File: src/rtl/sevenseg_pkg.sv
// Shared types and the hex-to-segment table for the seven-segment scan controller.
// Segment codes are active-high; seg[0]=a ... seg[6]=g.
package sevenseg_pkg;

  typedef logic [6:0] seg7_t;

  localparam logic [1:0] ST_IDLE  = 2'd0;
  localparam logic [1:0] ST_BLANK = 2'd1;
  localparam logic [1:0] ST_DRIVE = 2'd2;

  typedef enum logic [1:0] {
    IDLE  = ST_IDLE,
    BLANK = ST_BLANK,
    DRIVE = ST_DRIVE
  } scan_state_t;

  localparam seg7_t HEX_TO_SEG7 [16] = '{
    7'h3F, 7'h06, 7'h5B, 7'h4F, 7'h66, 7'h6D, 7'h7D, 7'h07,
    7'h7F, 7'h6F, 7'h77, 7'h7C, 7'h39, 7'h5E, 7'h79, 7'h71
  };

endpackage

File: src/rtl/sevenseg_scan_ctrl_hex_to_seg7.sv
// Combinational hex nibble to active-high seven-segment pattern.
// Output polarity is applied by the scan controller.
module hex_to_seg7
  import sevenseg_pkg::*;
(
  input  logic [3:0] i_hex,
  output seg7_t      o_seg
);

  assign o_seg = HEX_TO_SEG7[i_hex];

endmodule

File: src/rtl/sevenseg_scan_ctrl.sv
// Time-multiplexed seven-segment scan controller with a blanking interval per slot
// and a double-buffered load port that commits only at frame boundaries.
module sevenseg_scan_ctrl
  import sevenseg_pkg::*;
#(
  parameter int NUM_DIGITS   = 4,
  parameter int TICK_DIV     = 100000,
  parameter int BLANK_CYCLES = 1000,
  parameter int ACTIVE_LOW   = 1
) (
  input  logic                    clk,
  input  logic                    reset,
  input  logic                    en,
  input  logic                    load_valid,
  output logic                    load_ready,
  input  logic [4*NUM_DIGITS-1:0] digits_in,
  input  logic [NUM_DIGITS-1:0]   dp_in,
  input  logic [NUM_DIGITS-1:0]   mask_in,
  output logic [NUM_DIGITS-1:0]   an,
  output logic [6:0]              seg,
  output logic                    dp,
  output logic                    frame_start
);

  localparam int   CTR_W = $clog2(TICK_DIV);
  localparam int   IDX_W = $clog2(NUM_DIGITS);
  localparam logic POL   = (ACTIVE_LOW != 0);

  scan_state_t               r_state;
  logic [CTR_W-1:0]          r_slot_ctr;
  logic [IDX_W-1:0]          r_idx;
  logic [4*NUM_DIGITS-1:0]   r_stg_digits, r_act_digits;
  logic [NUM_DIGITS-1:0]     r_stg_dp, r_act_dp;
  logic [NUM_DIGITS-1:0]     r_stg_mask, r_act_mask;
  logic                      r_pending;
  logic                      r_load_ready;
  logic [NUM_DIGITS-1:0]     r_an;
  logic [6:0]                r_seg;
  logic                      r_dp;
  logic                      r_frame_start;

  scan_state_t               w_nxt_state;
  logic [CTR_W-1:0]          w_nxt_ctr;
  logic [IDX_W-1:0]          w_nxt_idx;
  logic                      w_frame, w_xfer, w_commit, w_nxt_pending, w_drive;
  logic [4*NUM_DIGITS-1:0]   w_act_digits;
  logic [NUM_DIGITS-1:0]     w_act_dp, w_act_mask, w_an_lit;
  logic [3:0]                w_nibble;
  seg7_t                     w_seg_raw;

  // NOTE: every signal gets a default at the top of each always_comb so no path
  // leaves it unassigned, which would otherwise infer a latch.
  always_comb begin
    w_nxt_state = r_state;
    w_nxt_ctr   = r_slot_ctr;
    w_nxt_idx   = r_idx;
    if (!en) begin
      w_nxt_state = IDLE;
      w_nxt_ctr   = '0;
      w_nxt_idx   = '0;
    end else begin
      case (r_state)
        IDLE: begin
          w_nxt_state = BLANK;
          w_nxt_ctr   = '0;
          w_nxt_idx   = '0;
        end
        BLANK: begin
          w_nxt_ctr = r_slot_ctr + 1'b1;
          if (r_slot_ctr == CTR_W'(BLANK_CYCLES - 1)) w_nxt_state = DRIVE;
        end
        DRIVE: begin
          if (r_slot_ctr == CTR_W'(TICK_DIV - 1)) begin
            w_nxt_state = BLANK;
            w_nxt_ctr   = '0;
            w_nxt_idx   = (r_idx == IDX_W'(NUM_DIGITS - 1)) ? '0 : r_idx + 1'b1;
          end else begin
            w_nxt_ctr = r_slot_ctr + 1'b1;
          end
        end
        default: begin
          w_nxt_state = IDLE;
          w_nxt_ctr   = '0;
          w_nxt_idx   = '0;
        end
      endcase
    end
  end

  // Outputs are registered from next-state values so they line up with the state.
  always_comb begin
    w_frame  = (w_nxt_state == BLANK) && (w_nxt_ctr == '0) && (w_nxt_idx == '0);
    w_xfer   = load_valid && r_load_ready;
    w_commit = w_frame && r_pending;

    w_nxt_pending = r_pending;
    if (w_xfer)   w_nxt_pending = 1'b1;
    if (w_commit) w_nxt_pending = 1'b0;

    w_act_digits = w_commit ? r_stg_digits : r_act_digits;
    w_act_dp     = w_commit ? r_stg_dp     : r_act_dp;
    w_act_mask   = w_commit ? r_stg_mask   : r_act_mask;

    w_nibble = w_act_digits[{w_nxt_idx, 2'b00} +: 4];
    w_drive  = (w_nxt_state == DRIVE);

    w_an_lit = '0;
    if (w_drive && w_act_mask[w_nxt_idx]) w_an_lit[w_nxt_idx] = 1'b1;
  end

  hex_to_seg7 u_hex_to_seg7 (
    .i_hex (w_nibble),
    .o_seg (w_seg_raw)
  );

  // NOTE: staging and active buffers are ordinary flops, not a RAM, and are reset
  // so that a reset mid-frame discards both the shown data and any pending update.
  always_ff @(posedge clk or posedge reset) begin
    if (reset) begin
      r_state       <= IDLE;
      r_slot_ctr    <= '0;
      r_idx         <= '0;
      r_stg_digits  <= '0;
      r_stg_dp      <= '0;
      r_stg_mask    <= '0;
      r_act_digits  <= '0;
      r_act_dp      <= '0;
      r_act_mask    <= '0;
      r_pending     <= 1'b0;
      r_load_ready  <= 1'b1;
      r_an          <= {NUM_DIGITS{POL}};
      r_seg         <= {7{POL}};
      r_dp          <= POL;
      r_frame_start <= 1'b0;
    end else begin
      // NOTE: non-blocking assignments so every flop samples pre-edge values.
      r_state      <= w_nxt_state;
      r_slot_ctr   <= w_nxt_ctr;
      r_idx        <= w_nxt_idx;
      if (w_xfer) begin
        r_stg_digits <= digits_in;
        r_stg_dp     <= dp_in;
        r_stg_mask   <= mask_in;
      end
      r_pending     <= w_nxt_pending;
      r_load_ready  <= !w_nxt_pending;
      r_act_digits  <= w_act_digits;
      r_act_dp      <= w_act_dp;
      r_act_mask    <= w_act_mask;
      r_an          <= w_an_lit ^ {NUM_DIGITS{POL}};
      r_seg         <= w_drive ? (w_seg_raw ^ {7{POL}}) : {7{POL}};
      r_dp          <= (w_drive && w_act_dp[w_nxt_idx]) ^ POL;
      r_frame_start <= w_frame;
    end
  end

  assign an          = r_an;
  assign seg         = r_seg;
  assign dp          = r_dp;
  assign frame_start = r_frame_start;
  assign load_ready  = r_load_ready;

endmodule

File: config.mk
export PLATFORM = sky130hd
export DESIGN_NAME = sevenseg_scan_ctrl
export DESIGN_NICKNAME = d
export VERILOG_FILES = /design/src/rtl/sevenseg_pkg.sv /design/src/rtl/sevenseg_scan_ctrl_hex_to_seg7.sv /design/src/rtl/sevenseg_scan_ctrl.sv
export SDC_FILE = /design/constraint.sdc
export NUM_CORES = 1
export LEC_CHECK = 0
export CAP_MARGIN = 5
export CORE_MARGIN = 2
export CORE_UTILIZATION = 52
export DETAILED_ROUTE_END_ITERATION = 6
export GPL_ROUTABILITY_DRIVEN = 0
export PLACE_DENSITY = 0.82
export SYNTH_ARGS = -nofsm -noshare
export SYNTH_HDL_FRONTEND = slang
export SYNTH_SLANG_ARGS = --single-unit
File: constraint.sdc
create_clock -name clk -period 3.96 [get_ports clk]
set_input_delay 0.396 -clock clk [delete_from_list [all_inputs] [get_ports clk]]
set_output_delay 0.396 -clock clk [all_outputs]
set_load 0.005 [all_outputs]
* After elaboration in Yosys (flattened, before gate mapping)
Memories as Yosys holds them, arrays and structs flattened. Index checks and enable logic that the tools add are counted.
Storage, ports and cells: memories kept 1, logic and storage cells 70, ROM bits 112, output and inout bits 14, input port bits 28, RAM bits 0, bits in registers 84, bits in latches 0
Memories:
- (name not given) | depth 16, width 7, rd ports 1, clocked after memory_dff 0, write ports 0, RTL line sevenseg_scan_ctrl_hex_to_seg7.sv:10 | assign o_seg = HEX_TO_SEG7[i_hex];
Cells by class: multipliers 0, add/sub/neg operators 2, equal/unequal tests 7, $lt $le $gt $ge 3, divide/modulo/power cells 0, reductions and logical operators 11, bitwise logic cells 4, multiplexer cells 26, shift operators 1
Operators with widths (number):
- 2-to-1 mux 17 bit | 2
- case mux 17 bit (2 select lines) | 1
- 2-to-1 mux 7 bit | 3
- adder 17 x 1 -> 17 bit (second input constant) | 1
- equality test 17 x 10 -> 1 bit (second input constant) | 1
- equality test 17 bit (second input constant) | 1
- zero test 17 bit | 1
- 2-to-1 mux 16 bit | 1
- indexed part select 16 x 5 -> 4 bit | 1
- 2-to-1 mux 2 bit | 6
- 2-to-1 mux 4 bit | 3
- logical AND 1 bit | 7
- NOT 7 bit | 1
- equality test 2 bit (second input constant) | 3
- case mux 2 bit (3 select lines) | 1
- >= comparator 5 bit (second input constant) | 1
- 2-to-1 mux 1 bit | 5
- NOT 4 -> 5 bit | 1
- binary-select mux 1 bit (select 2 bit) | 2
- equality test 2 x 1 -> 1 bit (second input constant) | 2
- zero test 2 bit | 2
- NOT 4 bit | 1
- case mux 2 bit (2 select lines) | 1
- less-than comparator 2 x 3 -> 1 bit (second input constant) | 1
- 5 further kinds | 5

* Depth between registers and ports, before layout
word-level depth 16, mapped depth 18, mapped depth without buffers 16

* By module
From an unflattened synthesis, not the netlist that was laid out.
Unflattened totals: cell total of the unflattened synthesis 385, area total of the unflattened synthesis 4362.9 um2
Modules (own cells, without submodules):
- sevenseg_scan_ctrl | instances 1, area an instance 4072.7 um2, cells an instance 352
- hex_to_seg7 | instances 1, area an instance 290.3 um2, cells an instance 33

* Worst setup path after synthesis
No wires, ideal clock.
kind register to register, from register r_slot_ctr[0], to register r_seg[0] (netlist: seg[0]), setup slack 0.160 ns, data required time 3.852 ns, data arrival time 3.692 ns, buffers on the path 3, period minus slack after synthesis 3.800 ns, cell stages (with the launch flop) 18, cells stage by stage dfrtp_1 -> ha_1 -> and4_1 -> buf_6 -> and4_1 -> buf_6 -> mux2i_1 -> o21ai_1 -> and4bb_1 -> and2_4 -> buf_6 -> mux2_4 -> a221oi_4 -> inv_2 -> ha_1 -> or3_1 -> o221ai_1 -> nand2_1
Between the ends: word-level cells in the longest chain between the ends 16
RTL lines:
- start: declaration | RTL line sevenseg_scan_ctrl.sv:30 | logic [CTR_W-1:0] r_slot_ctr;
- start signal: assignment | RTL line sevenseg_scan_ctrl.sv:138 | r_slot_ctr <= w_nxt_ctr;
- adder 17 x 1 -> 17 bit (tied with other cells) | RTL line sevenseg_scan_ctrl.sv:69, sevenseg_scan_ctrl.sv:78
- 2-to-1 mux 17 bit (tied with other cells) | RTL line sevenseg_scan_ctrl.sv:73 | if (r_slot_ctr == CTR_W'(TICK_DIV - 1)) begin
- case mux 17 bit (2 select lines) or case mux 2 bit (3 select lines) (tied branches) | RTL line sevenseg_scan_ctrl.sv:62 | case (r_state)
- 2-to-1 mux 17 bit or 2-to-1 mux 2 bit (tied branches) | RTL line sevenseg_scan_ctrl.sv:57 | if (!en) begin
- zero test 17 bit or equality test 2 x 1 -> 1 bit (tied branches) | RTL line sevenseg_scan_ctrl.sv:92 | w_frame = (w_nxt_state == BLANK) && (w_nxt_ctr == '0) && (w_nxt_idx == '0);
- logical AND 1 bit | RTL line sevenseg_scan_ctrl.sv:92
- logical AND 1 bit * | RTL line sevenseg_scan_ctrl.sv:92
- logical AND 1 bit * | RTL line sevenseg_scan_ctrl.sv:94 | w_commit = w_frame && r_pending;
- 2-to-1 mux 16 bit * | RTL line sevenseg_scan_ctrl.sv:100 | w_act_digits = w_commit ? r_stg_digits : r_act_digits;
- via w_act_digits[0] | RTL line sevenseg_scan_ctrl.sv:46 | logic [4*NUM_DIGITS-1:0] w_act_digits;
- indexed part select 16 x 5 -> 4 bit * | RTL line sevenseg_scan_ctrl.sv:104 | w_nibble = w_act_digits[{w_nxt_idx, 2'b00} +: 4];
- NOT 4 -> 5 bit (not written as such) * | RTL line sevenseg_scan_ctrl_hex_to_seg7.sv:10
- memory read (16 x 7 bit) *
- 2-to-1 mux 7 bit (not written as such) * (2 in a row) | RTL line sevenseg_scan_ctrl_hex_to_seg7.sv:10
- NOT 7 bit (no line) *
- 2-to-1 mux 7 bit * | RTL line sevenseg_scan_ctrl.sv:151 | r_seg <= w_drive ? (w_seg_raw ^ {7{POL}}) : {7{POL}};
- end signal: assignment | RTL line sevenseg_scan_ctrl.sv:132 | r_seg <= {7{POL}};
- end signal: assignment | RTL line sevenseg_scan_ctrl.sv:151
- end: declaration | RTL line sevenseg_scan_ctrl.sv:38 | logic [6:0] r_seg;
The timed path passes the listed nets; every way through them passes the cells marked *. The select of a mux whose other input is x is not followed. A chain may end at the register's enable or synchronous reset.

* Worst setup path after layout
Ends and elaborated chain as after synthesis.

==> results.cfg <==
[pwr]
p_switching_uw = 801
vdd_drop_max_mv = 0.407
seqPwrFrac_pct = 46.7
p_leak_uw = 0.00208
power_density_mw_per_mm2 = 519
pwr-share-comb_pct = 28.6
clockPowerShare_pct = 24.7
internal_power_uw = 1810
swShare_pct = 30.6

[floorplanning]
die-area_mm2 = 0.00891
die_w_um = 94.4
chipHeight_um = 94.4
fp.coreArea_mm2 = 0.00781
initial_utilization_pct = 54.4
core.rowCount = 32
pin_count = 42

[cells_and_area]
layout-drive-gt1-share_pct = 27.0
fin_area_mm2 = 0.00503
antenna_cells = 0
nFillCells = 605
final_nets = 450
most-common-layout-cells = 70 x dfrtp_1, 47 x mux2_2, 41 x clkdlybuf4s50_1
stdcell_count = 517
syn2layout_area_growth_pct = 18.5
fin_util_pct = 64.5
final_common_cell = dfrtp_1

[worst_setup_path]
r2r_setup_slack_ns = 0.17
slowest_delay_ns = 0.46
slowest_stage = or4_1
path_class = flop to flop
worstSetupStartpointType = flop
crit_path_max_fanout = 7
rr_endpoint = seg[0]
crit_arrival_ns = 4.10
reg2reg_depth = 16
worstPathCellList = ha_1, buf_4, or4_1, nor2_1, o221ai_1, a31oi_1, a31o_1, and2_4, buf_4, mux2_4, a221oi_4, inv_2, ha_2, or3_1, o221ai_1, nand2_1
cp.required_ns = 4.26
endpoint_kind = flop
timing.rr.start = r_slot_ctr[0]

[placement]
dpl.hpwl_mm = 5.88
post-place-cells = 496
io_buffers = 41
place_area_mm2 = 0.00474

[global_routing]
grt_usage_pct = 20.3
grt_max_degree = 61
antenna_found_initial = 0
gr-total-overflow = 0
grt_pass1_wl_mm = 13.9
grt_pass1_vias = 2957

[clock_tree]
path_clk_slew_ns = 0.09
cts-root-buf = clkbuf_8
clock_path_buffers = 2
cts_sinks = 84
cts_buffers = 9
holdBufCountCts = 0
clkLatencyLatePin_ns = 0.37
tritoncts = done
htreeDepth = 3

[yosys]
synth_edf_count = 0
ys.flop_type = dfrtp_1
seq_area_frac_synth_pct = 49.9
ys_warn_count = 0
async_reset_ff_share_pct = 100
ys_types = 66
synth_seq_cells = 84
synth_area_mm2 = 0.00425
netlist_instances = 363
avgSynthCellArea_um2 = 11.7
synth_nets = 403

[min_path]
whs_path_depth = 1
min-delay-start = r_act_dp[1]
hold_class = flop to flop
hold_end = r_act_dp[1]

[timing]
setup_viol = 0
period_share_pct = 95.8
finalHoldViolCount = 0
worstMarginPinSlew_ns = 1.08
timing.fmax_ghz = 0.264
fin_crit_ns = 3.79
final.setup_skew_ns = 0.00996
holdWs_ns = 0.506
slew_headroom_pct = 27.7
setup_tns_ns = 0
slew_violations = 0

[route]
vias_per_cell = 5.74
drc = 0
ant_nets = 0
vias = 2969
firstDrtPassIters = 4
wirelength_mm = 8.34
drt_iter0_drc = 150
wl_per_cell_um = 16.1

[run]
drv_cap = 0

[status]
status = finished, final reports clean
-- routing by layer --
layer / wire (um) / up-vias / GRT usage, % / part of all wire [%]
met3: 359 / 18 / 5.03 / 4.3
met5: 0 / - / 0 / 0
met4: 157 / 0 / 8.70 / 1.9
li1: - / 1407 / - / -
met2: 3970 / 84 / 31.7 / 48
met1: 3850 / 1460 / 27.3 / 46
-- critical path: cells and delay by family, from the launching register on --
family	cells	cell delay, ns
AOI/OAI and AO/OA	5	0.94
and+or+nand+nor	5	1.22
DFF	1	0.45
buffers and inverters	3	0.36
adders and majority gates	2	0.44
muxes	1	0.31
-- state kept, by name (all words and copies together), names as in the netlist --
signal,count
r_act_mask,4
r_idx,2
dp,1
an,4
seg,7
r_slot_ctr,17
r_state,2
r_pending,1
r_act_digits,16
r_stg_mask,4
r_act_dp,4
r_stg_digits,16
r_stg_dp,4
load_ready,1
frame_start,1
-- cell type report --
| class | count | area [um^2] | area share [%] |
|---|---|---|---|
| repair buffers | 56 | 523 | 10.4 |
| inverters | 16 | 61.3 | 1.22 |
| flip-flops and latches | 84 | 2120 | 42.1 |
| clock buffers | 9 | 124 | 2.46 |
| well taps | 102 | 128 | 2.53 |
| clock inverters | 7 | 91.3 | 1.81 |
| multi-input cells | 243 | 1990 | 39.5 |
-- cell usage after synthesis (4+ instances only) --
master    number  area (um^2)
dfrtp_1       71         1780
mux2_2        47          529
nor2_1        25         93.8
nand2_1       21         78.8
inv_1         15         56.3
dfstp_2       13          342
ha_1          12          150
mux2i_1       10          100
xnor2_1       10         87.6
nand3_1        9         45.0
o221ai_1       8         70.1
clkbuf_1       7         26.3
a21oi_1        6         30.0
or3_1          6         37.5
buf_2          5         25.0
nand4_1        5         31.3
xor2_1         5         43.8
and2_1         4         25.0
and3_1         4         25.0
and4_1         4         35.0
buf_6          4         45.0
nand2b_1       4         25.0
o21ai_0        4         20.0
o21ai_1        4         20.0
-- power by group through the flow --
stage	registers, uW	logic (uW)	clock network [uW]
CTS	1220	724	660
floorplan	1190	569	0
global route	1250	818	697
detailed placement	1240	722	0
global placement	1230	686	0
finish	1220	747	645
-- metrics by stage --
step | setup slack (ns) | total power (uW)
floorplan | 0.160 | 1750
global placement | 0.312 | 1910
detailed placement | 0.128 | 1960
CTS | 0.0430 | 2610
global route | -0.00640 | 2760
finish | 0.167 | 2610
-- worst max path at each step --
stage	start	to	slack, ns
6_report	r_slot_ctr[0]	seg[0]	0.17
5_1_grt	r_slot_ctr[0]	seg[4]	-0.006
4_1_cts	r_slot_ctr[0]	seg[5]	0.04
3_5_place_dp	r_slot_ctr[0]	seg[5]	0.13
3_3_place_gp	r_slot_ctr[0]	seg[0]	0.31
2_1_floorplan	r_slot_ctr[0]	seg[0]	0.16
-- logic make-up (layout without fill, tap and decap cells) --
kind of cell,Yosys count,in the layout,synth area share [%]
buffers and inverters,36,88,4.27
muxes,59,59,15.4
and+or+nand+nor,104,104,14.0
DFF,84,84,49.9
AOI/OAI and AO/OA,53,53,9.78
xor gates and xnor gates,15,15,3.09
adders and majority gates,12,12,3.53
-- repair_timing --
item	4_1_cts	5_1_grt
endpoints found under the hold margin	0	0
buffers inserted	0	5
endpoints found under the setup margin	0	7
gates resized for setup	0	11
(Power assumes the default switching activity.)
